<file path="src/rtl/collision_scanner_if.sv">
// rtl/collision_scanner_if.sv - scan request, snapshot inputs, results and draw-mux bundle
//
// Purpose: groups every non-clock/reset signal of collision_scanner.
//   master: game logic side (drives start, positions, clearSticky, object)
//   slave : collision_scanner side (drives busy, done, results, oX/oY)
// Signals:
//   start, rocketX/Y, objX/Y (packed per object), objActive, clearSticky, object
//   busy, done, collisionOccured, hitMask, firstHit, hitCount, stickyCollision, oX, oY
interface collision_scanner_if #(
  parameter int NUM_OBJ = 8,
  parameter int X_W     = 8,
  parameter int Y_W     = 7,
  parameter int IDX_W   = (NUM_OBJ > 1) ? $clog2(NUM_OBJ) : 1,
  parameter int CNT_W   = $clog2(NUM_OBJ + 1)
);
  logic                   start;
  logic [X_W-1:0]         rocketX;
  logic [Y_W-1:0]         rocketY;
  logic [NUM_OBJ*X_W-1:0] objX;
  logic [NUM_OBJ*Y_W-1:0] objY;
  logic [NUM_OBJ-1:0]     objActive;
  logic                   clearSticky;
  logic [7:0]             object;

  logic                   busy;
  logic                   done;
  logic                   collisionOccured;
  logic [NUM_OBJ-1:0]     hitMask;
  logic [IDX_W-1:0]       firstHit;
  logic [CNT_W-1:0]       hitCount;
  logic                   stickyCollision;
  logic [X_W-1:0]         oX;
  logic [Y_W-1:0]         oY;

  modport master (
    output start, rocketX, rocketY, objX, objY, objActive, clearSticky, object,
    input  busy, done, collisionOccured, hitMask, firstHit, hitCount,
           stickyCollision, oX, oY
  );

  modport slave (
    input  start, rocketX, rocketY, objX, objY, objActive, clearSticky, object,
    output busy, done, collisionOccured, hitMask, firstHit, hitCount,
           stickyCollision, oX, oY
  );
endinterface

</file>
<file path="src/rtl/collision_scanner.sv">
// rtl/collision_scanner.sv - sequential rocket-vs-object hitbox scanner with draw mux
//
// Purpose: on start, snapshots rocket and object positions and tests one object
// per clock against the rocket hitbox (inclusive edges, no coordinate wrap).
// After NUM_OBJ cycles the hit mask, lowest hit index, hit count and collision
// flag are committed with a one-cycle done pulse. A sticky flag records any hit
// until clearSticky. Also muxes the position selected by 'object' for drawing.
// Ports:
//   Clock  - system clock
//   Reset  - synchronous, active-low reset
//   bus    - collision_scanner_if slave modport (request, positions, results, draw mux)
module collision_scanner #(
  parameter int NUM_OBJ  = 8,
  parameter int X_W      = 8,
  parameter int Y_W      = 7,
  parameter int ROCKET_W = 7,
  parameter int ROCKET_H = 15,
  parameter int OBJ_W    = 4,
  parameter int OBJ_H    = 4,
  parameter int IDX_W    = (NUM_OBJ > 1) ? $clog2(NUM_OBJ) : 1,
  parameter int CNT_W    = $clog2(NUM_OBJ + 1)
) (
  input logic               Clock,
  input logic               Reset,
  collision_scanner_if.slave bus
);

  // Right/bottom edge offsets, held one bit wider than the coordinates so
  // edge sums never wrap.
  localparam logic [X_W:0]       RKT_DX   = (X_W + 1)'(ROCKET_W - 1);
  localparam logic [Y_W:0]       RKT_DY   = (Y_W + 1)'(ROCKET_H - 1);
  localparam logic [X_W:0]       OBJ_DX   = (X_W + 1)'(OBJ_W - 1);
  localparam logic [Y_W:0]       OBJ_DY   = (Y_W + 1)'(OBJ_H - 1);
  localparam logic [IDX_W-1:0]   LAST_IDX = IDX_W'(NUM_OBJ - 1);

  typedef enum logic {IDLE, SCAN} state_t;

  state_t                 state;
  logic [X_W-1:0]         snap_rx;
  logic [Y_W-1:0]         snap_ry;
  logic [NUM_OBJ*X_W-1:0] snap_ox;
  logic [NUM_OBJ*Y_W-1:0] snap_oy;
  logic [NUM_OBJ-1:0]     snap_act;
  logic [IDX_W-1:0]       idx;

  // Running results for the scan in progress.
  logic [NUM_OBJ-1:0]     work_mask;
  logic [CNT_W-1:0]       work_cnt;
  logic [IDX_W-1:0]       work_first;
  logic                   work_found;

  logic                   busy_r;
  logic                   done_r;
  logic                   coll_r;
  logic [NUM_OBJ-1:0]     mask_r;
  logic [IDX_W-1:0]       first_r;
  logic [CNT_W-1:0]       cnt_r;
  logic                   sticky_r;

  logic [X_W-1:0]         cur_ox;
  logic [Y_W-1:0]         cur_oy;
  logic                   cur_act;
  logic                   hit;
  logic                   last;
  logic [NUM_OBJ-1:0]     nxt_mask;
  logic [CNT_W-1:0]       nxt_cnt;
  logic [IDX_W-1:0]       nxt_first;
  logic                   nxt_found;

  // Select the snapshot entry under test.
  always_comb begin
    cur_ox  = '0;
    cur_oy  = '0;
    cur_act = 1'b0;
    for (int i = 0; i < NUM_OBJ; i++) begin
      if (idx == IDX_W'(i)) begin
        cur_ox  = snap_ox[i*X_W +: X_W];
        cur_oy  = snap_oy[i*Y_W +: Y_W];
        cur_act = snap_act[i];
      end
    end
  end

  assign hit = cur_act
             && ({1'b0, snap_rx} <= ({1'b0, cur_ox} + OBJ_DX))
             && ({1'b0, cur_ox}  <= ({1'b0, snap_rx} + RKT_DX))
             && ({1'b0, snap_ry} <= ({1'b0, cur_oy} + OBJ_DY))
             && ({1'b0, cur_oy}  <= ({1'b0, snap_ry} + RKT_DY));

  assign last      = (idx == LAST_IDX);
  assign nxt_mask  = work_mask | (NUM_OBJ'(hit) << idx);
  assign nxt_cnt   = work_cnt + CNT_W'(hit);
  assign nxt_found = work_found | hit;
  // The first hit is latched once; later hits leave it alone.
  assign nxt_first = work_found ? work_first : (hit ? idx : '0);

  always_ff @(posedge Clock) begin
    if (!Reset) begin
      state      <= IDLE;
      snap_rx    <= '0;
      snap_ry    <= '0;
      snap_ox    <= '0;
      snap_oy    <= '0;
      snap_act   <= '0;
      idx        <= '0;
      work_mask  <= '0;
      work_cnt   <= '0;
      work_first <= '0;
      work_found <= 1'b0;
      busy_r     <= 1'b0;
      done_r     <= 1'b0;
      coll_r     <= 1'b0;
      mask_r     <= '0;
      first_r    <= '0;
      cnt_r      <= '0;
      sticky_r   <= 1'b0;
    end else begin
      done_r <= 1'b0;
      case (state)
        IDLE: begin
          if (bus.start) begin
            snap_rx    <= bus.rocketX;
            snap_ry    <= bus.rocketY;
            snap_ox    <= bus.objX;
            snap_oy    <= bus.objY;
            snap_act   <= bus.objActive;
            idx        <= '0;
            work_mask  <= '0;
            work_cnt   <= '0;
            work_first <= '0;
            work_found <= 1'b0;
            busy_r     <= 1'b1;
            state      <= SCAN;
          end
        end
        SCAN: begin
          if (last) begin
            mask_r  <= nxt_mask;
            cnt_r   <= nxt_cnt;
            first_r <= nxt_first;
            coll_r  <= nxt_found;
            done_r  <= 1'b1;
            busy_r  <= 1'b0;
            state   <= IDLE;
          end else begin
            work_mask  <= nxt_mask;
            work_cnt   <= nxt_cnt;
            work_first <= nxt_first;
            work_found <= nxt_found;
            idx        <= idx + IDX_W'(1);
          end
        end
        default: state <= IDLE;
      endcase

      // A commit with a hit outranks a simultaneous clear.
      if (state == SCAN && last && nxt_found)
        sticky_r <= 1'b1;
      else if (bus.clearSticky)
        sticky_r <= 1'b0;
    end
  end

  assign bus.busy             = busy_r;
  assign bus.done             = done_r;
  assign bus.collisionOccured = coll_r;
  assign bus.hitMask          = mask_r;
  assign bus.firstHit         = first_r;
  assign bus.hitCount         = cnt_r;
  assign bus.stickyCollision  = sticky_r;

  // Draw mux on live inputs: 1 = rocket, 2..NUM_OBJ+1 = object (object-2).
  always_comb begin
    bus.oX = '0;
    bus.oY = '0;
    if (bus.object == 8'd1) begin
      bus.oX = bus.rocketX;
      bus.oY = bus.rocketY;
    end else begin
      for (int i = 0; i < NUM_OBJ; i++) begin
        if (bus.object == 8'(i + 2)) begin
          bus.oX = bus.objX[i*X_W +: X_W];
          bus.oY = bus.objY[i*Y_W +: Y_W];
        end
      end
    end
  end

endmodule
</file>
<file path="src/flat_wrapper.sv">
// flat-port wrapper written by rule: the top's interface ports become plain ports
module collision_scanner_flat 
#(
  parameter int NUM_OBJ  = 8,
  parameter int X_W      = 8,
  parameter int Y_W      = 7,
  parameter int ROCKET_W = 7,
  parameter int ROCKET_H = 15,
  parameter int OBJ_W    = 4,
  parameter int OBJ_H    = 4,
  parameter int IDX_W    = (NUM_OBJ > 1) ? $clog2(NUM_OBJ) : 1,
  parameter int CNT_W    = $clog2(NUM_OBJ + 1)
)
  (Clock, Reset, bus_start, bus_rocketX, bus_rocketY, bus_objX, bus_objY, bus_objActive, bus_clearSticky, bus_object, bus_busy, bus_done, bus_collisionOccured, bus_hitMask, bus_firstHit, bus_hitCount, bus_stickyCollision, bus_oX, bus_oY);
  collision_scanner_if #(.NUM_OBJ(NUM_OBJ), .X_W(X_W), .Y_W(Y_W), .IDX_W(IDX_W), .CNT_W(CNT_W)) bus_i ();
  input logic Clock;
  input logic Reset;
  input wire logic [$bits(bus_i.start)-1:0] bus_start;
  input wire logic [$bits(bus_i.rocketX)-1:0] bus_rocketX;
  input wire logic [$bits(bus_i.rocketY)-1:0] bus_rocketY;
  input wire logic [$bits(bus_i.objX)-1:0] bus_objX;
  input wire logic [$bits(bus_i.objY)-1:0] bus_objY;
  input wire logic [$bits(bus_i.objActive)-1:0] bus_objActive;
  input wire logic [$bits(bus_i.clearSticky)-1:0] bus_clearSticky;
  input wire logic [$bits(bus_i.object)-1:0] bus_object;
  output wire logic [$bits(bus_i.busy)-1:0] bus_busy;
  output wire logic [$bits(bus_i.done)-1:0] bus_done;
  output wire logic [$bits(bus_i.collisionOccured)-1:0] bus_collisionOccured;
  output wire logic [$bits(bus_i.hitMask)-1:0] bus_hitMask;
  output wire logic [$bits(bus_i.firstHit)-1:0] bus_firstHit;
  output wire logic [$bits(bus_i.hitCount)-1:0] bus_hitCount;
  output wire logic [$bits(bus_i.stickyCollision)-1:0] bus_stickyCollision;
  output wire logic [$bits(bus_i.oX)-1:0] bus_oX;
  output wire logic [$bits(bus_i.oY)-1:0] bus_oY;
  assign bus_i.start = bus_start;
  assign bus_i.rocketX = bus_rocketX;
  assign bus_i.rocketY = bus_rocketY;
  assign bus_i.objX = bus_objX;
  assign bus_i.objY = bus_objY;
  assign bus_i.objActive = bus_objActive;
  assign bus_i.clearSticky = bus_clearSticky;
  assign bus_i.object = bus_object;
  assign bus_busy = bus_i.busy;
  assign bus_done = bus_i.done;
  assign bus_collisionOccured = bus_i.collisionOccured;
  assign bus_hitMask = bus_i.hitMask;
  assign bus_firstHit = bus_i.firstHit;
  assign bus_hitCount = bus_i.hitCount;
  assign bus_stickyCollision = bus_i.stickyCollision;
  assign bus_oX = bus_i.oX;
  assign bus_oY = bus_i.oY;
  collision_scanner #(.NUM_OBJ(NUM_OBJ), .X_W(X_W), .Y_W(Y_W), .ROCKET_W(ROCKET_W), .ROCKET_H(ROCKET_H), .OBJ_W(OBJ_W), .OBJ_H(OBJ_H), .IDX_W(IDX_W), .CNT_W(CNT_W)) u_core (.Clock(Clock), .Reset(Reset), .bus(bus_i));
endmodule
</file>
<file path="config.mk">
export PLATFORM = sky130hd
export DESIGN_NAME = collision_scanner_flat
export DESIGN_NICKNAME = d
export VERILOG_FILES = /design/src/rtl/collision_scanner_if.sv /design/src/rtl/collision_scanner.sv /design/src/flat_wrapper.sv
export SDC_FILE = /design/constraint.sdc
export NUM_CORES = 1
export LEC_CHECK = 0
export ABC_AREA = 1
export ABC_CLOCK_PERIOD_IN_PS = 13000
export CAP_MARGIN = 10
export CORE_ASPECT_RATIO = 0.5
export CORE_MARGIN = 2
export CORE_UTILIZATION = 55
export CTS_CLUSTER_SIZE = 40
export DETAILED_ROUTE_END_ITERATION = 12
export PLACE_DENSITY = 0.84
export SLEW_MARGIN = 10
export SYNTH_ARGS = -nofsm -noshare
export SYNTH_HDL_FRONTEND = slang
export SYNTH_SLANG_ARGS = --single-unit
</file>
<file path="constraint.sdc">
create_clock -name Clock -period 13 [get_ports Clock]
set_input_delay 3.9 -clock Clock [delete_from_list [all_inputs] [get_ports Clock]]
set_output_delay 3.9 -clock Clock [all_outputs]
set_load 0.02 [all_outputs]
</file>
==> key figures <==
Power
  – Internal power: 1.012 mW
  – Sw power: 462.8 uW
  – Reg power frac: 41.9%
  – Combinational share of power: 20.8%
  – Total power divided by cell area: 117.2 mW/mm2
  – P_leak: 5.650 nW
  – Sw frac: 31.39%
  – Max VDD drop: 0.09397 mV
  – Clock Power Share: 37.2%
  – Tot Pwr: 1.474 mW

Placed design
  – Cells after DPL: 1897
  – DP HPWL: 23440 um
  – # port buffers: 188
  – DP Worst Slack: 2.494 ns
  – Final RePlAce weighted congestion: 0.9210

GRT
  – Tot GR Track Use: 33.15%
  – Overflow after GRT: 0
  – Global-route wire length before repair: 51130 um
  – Pin count of the biggest net entering global routing: 132
  – Vias in the first global route: 9974
  – Initial antenna violation count: 0

Clock tree
  – Worst skew pair latency: 0.45 ns
  – Cts hold-fix bufs: 0
  – CTS sink count: 182
  – Post-CTS Setup Bufs: 0
  – CTS max path bufs: 2
  – CTS buffer count: 17
  – PostCTS Resize Cnt: 0
  – CTS tree: built
  – Clock Tree Root: clkbuf_16
  – CTS clk-pin slew, worst paths: 0.07 ns
  – Htree depth: 4

Min path
  – HP Class: flop to flop

Timing
  – FMAX: 0.09477 GHz
  – Worst rel slew slack: 20.23%
  – Setup ws final: 2.448 ns
  – Final worst path period share: 81.17%
  – RSZ-0062 raised after global routing: no
  – Hold slack: 0.4483 ns
  – Clock Skews: 0.01189 ns
  – Slew Viols, Final: 0
  – Finish-stage setup viols: 0
  – Fin. Hold Viols: 0
  – Actual slew at the worst max-slew pin: 1.197 ns
  – Post-route setup TNS: 0 ns
  – Tmin final: 10.55 ns

Final layout
  – Layout Cells excl Fill: 1929
  – Fin nets: 1880
  – Area added between synthesis and finish: 24.84%
  – Most frequent cells in the layout: 368 x nand2_1, 285 x nor2_1, 187 x clkdlybuf4s50_1
  – Layout cells sized above 1: 4.484%
  – Leading cell type in the layout, fill and taps excluded: nand2_1
  – Ant diodes: 0

Flow run
  – Max cap viols: 0

Logic synthesis
  – Cell variety after synth: 38
  – Top cells by area, synth: dfxtp_1 36%, nand2_1 14%, nor2_1 11%
  – Seq/Total Area, Yosys: 36.16%
  – Synthesized area per cell: 6.510 um2
  – Yosys reg bits: 182
  – Ys async rst share: 0%
  – Top FF cell, synth: dfxtp_1
  – Post-synthesis cell count: 1548
  – Synthesized net count: 1746
  – Yosys warnings: 0
  – Yosys top cell area share: 36.16%
  – Post-synth top area cell: dfxtp_1
  – Post-synth EDFFs: 0
  – Syn Std Cell Area: 0.01008 mm2

Routing
  – Drt pass-1 iters: 7
  – DR DRC count: 0
  – Starting DRT DRC Count: 1350
  – DR vias: 10930
  – Vias per cell: 5.664
  – Post-route ant nets: 0
  – Total Wirelength: 32370 um
  – Average routed wire per standard cell: 16.78 um

Worst setup path
  – Crit Path Max Fanout: 12
  – Critical Path RT: 9.10 ns
  – Startpoint Class: input pin
  – Setup CP Type: input pin to output port
  – Critical Path AT: 6.65 ns
  – Worst setup EP type: output port

Floorplan
  – Die Ht: 99.72 um
  – Die area: 0.01949 mm2
  – Core area: 0.01765 mm2
  – Die Wd: 195.4 um
  – Starting Density: 57.08%
  – # rows: 34
  – Num ports: 189

Outcome
  – Status: finished, final reports clean
## Yosys cell counts, types with 2 or more instances
master,n
a21oi_1,82
a221oi_1,7
a22o_1,9
buf_1,4
buf_2,10
buf_4,2
buf_6,4
clkbuf_1,61
dfxtp_1,182
ha_1,43
inv_1,134
inv_2,4
nand2_1,369
nand2_2,3
nand3_1,60
nand4_1,19
nor2_1,285
nor2_2,2
nor2_4,5
nor3_1,6
nor4_1,3
o2111ai_1,11
o211ai_1,7
o21a_1,2
o21ai_0,178
o21ai_1,12
or2_2,15
xnor2_1,4
xor2_1,16
## final timing paths
check	slack (ns)	cells past startpoint	start	to
max	2.45	13	bus_object[7]	bus_oY[6]
min	0.45	2	u_core.bus.hitCount[1]$_SDFFE_PN0P_	u_core.bus.hitCount[1]$_SDFFE_PN0P_
max reg2reg	6.84	30	u_core.idx[1]$_SDFFE_PN0P_	u_core.work_cnt[2]$_SDFFE_PN0P_
min reg2reg	0.45	2	u_core.bus.hitCount[1]$_SDFFE_PN0P_	u_core.bus.hitCount[1]$_SDFFE_PN0P_
## sequential cells by signal (all words and copies together) (netlist names)
signal	flops
u_core.snap_act	8
u_core.work_found	1
u_core.idx	3
u_core.work_cnt	4
u_core.state	1
u_core.snap_ox	64
u_core.work_first	3
u_core.snap_rx	8
u_core.bus.firstHit	3
u_core.bus.busy	1
u_core.bus.hitCount	4
u_core.bus.hitMask	8
u_core.bus.collisionOccured	1
u_core.bus.stickyCollision	1
u_core.snap_oy	56
u_core.work_mask	8
u_core.bus.done	1
u_core.snap_ry	7
## layout make-up
class	instances	area [um2]
well taps	234	292.8
inverters	139	523.0
clock buffers	17	425.4
fillers	1457	5074
flip-flops and latches	182	3643
clock inverters	15	185.2
multi-input cells	1146	5572
repair buffers	196	1939
## per-stage QoR
stage | cell area [um2] | util, %
floorplan | 10080 | -
global placement | 11970 | 67.80
detailed placement | 11970 | 67.80
CTS | 12580 | 71.26
global route | 12580 | 71.26
finish | 12580 | 71.26
## layer usage
metal	track usage, %	routed length (um)
met1	46.46	14030
met2	53.05	14160
met3	5.731	3618
met4	8.867	564
met5	0	0
## power groups by stage
stage	clock, mW	combinational, mW	sequential (mW)
CTS	0.544	0.300	0.617
global route	0.570	0.341	0.622
detailed placement	0	0.297	0.630
finish	0.549	0.307	0.618
floorplan	0	0.185	0.625
global placement	0	0.288	0.628
## cells by family after synthesis
family | count (synthesis) | synth area share (%)
simple gates | 772 | 31.34
compound gates | 311 | 16.74
buf+inv | 220 | 8.691
flops | 182 | 36.16
fa+ha+maj | 43 | 5.339
xor+xnor | 20 | 1.738
## critical path, stage by stage
cell and delay, ns:
clkdlybuf4s50_1 0.47, nor2_1 0.04, nand2_1 0.20, nor2_1 0.09, nand2_1 0.22, inv_1 0.25
a21oi_1 0.18, nand3_1 0.09, o21ai_0 0.09, nand2_1 0.08, a221oi_1 0.31, o211ai_1 0.14
clkdlybuf4s50_1 0.58
Power figures use the tool's default switching activity.
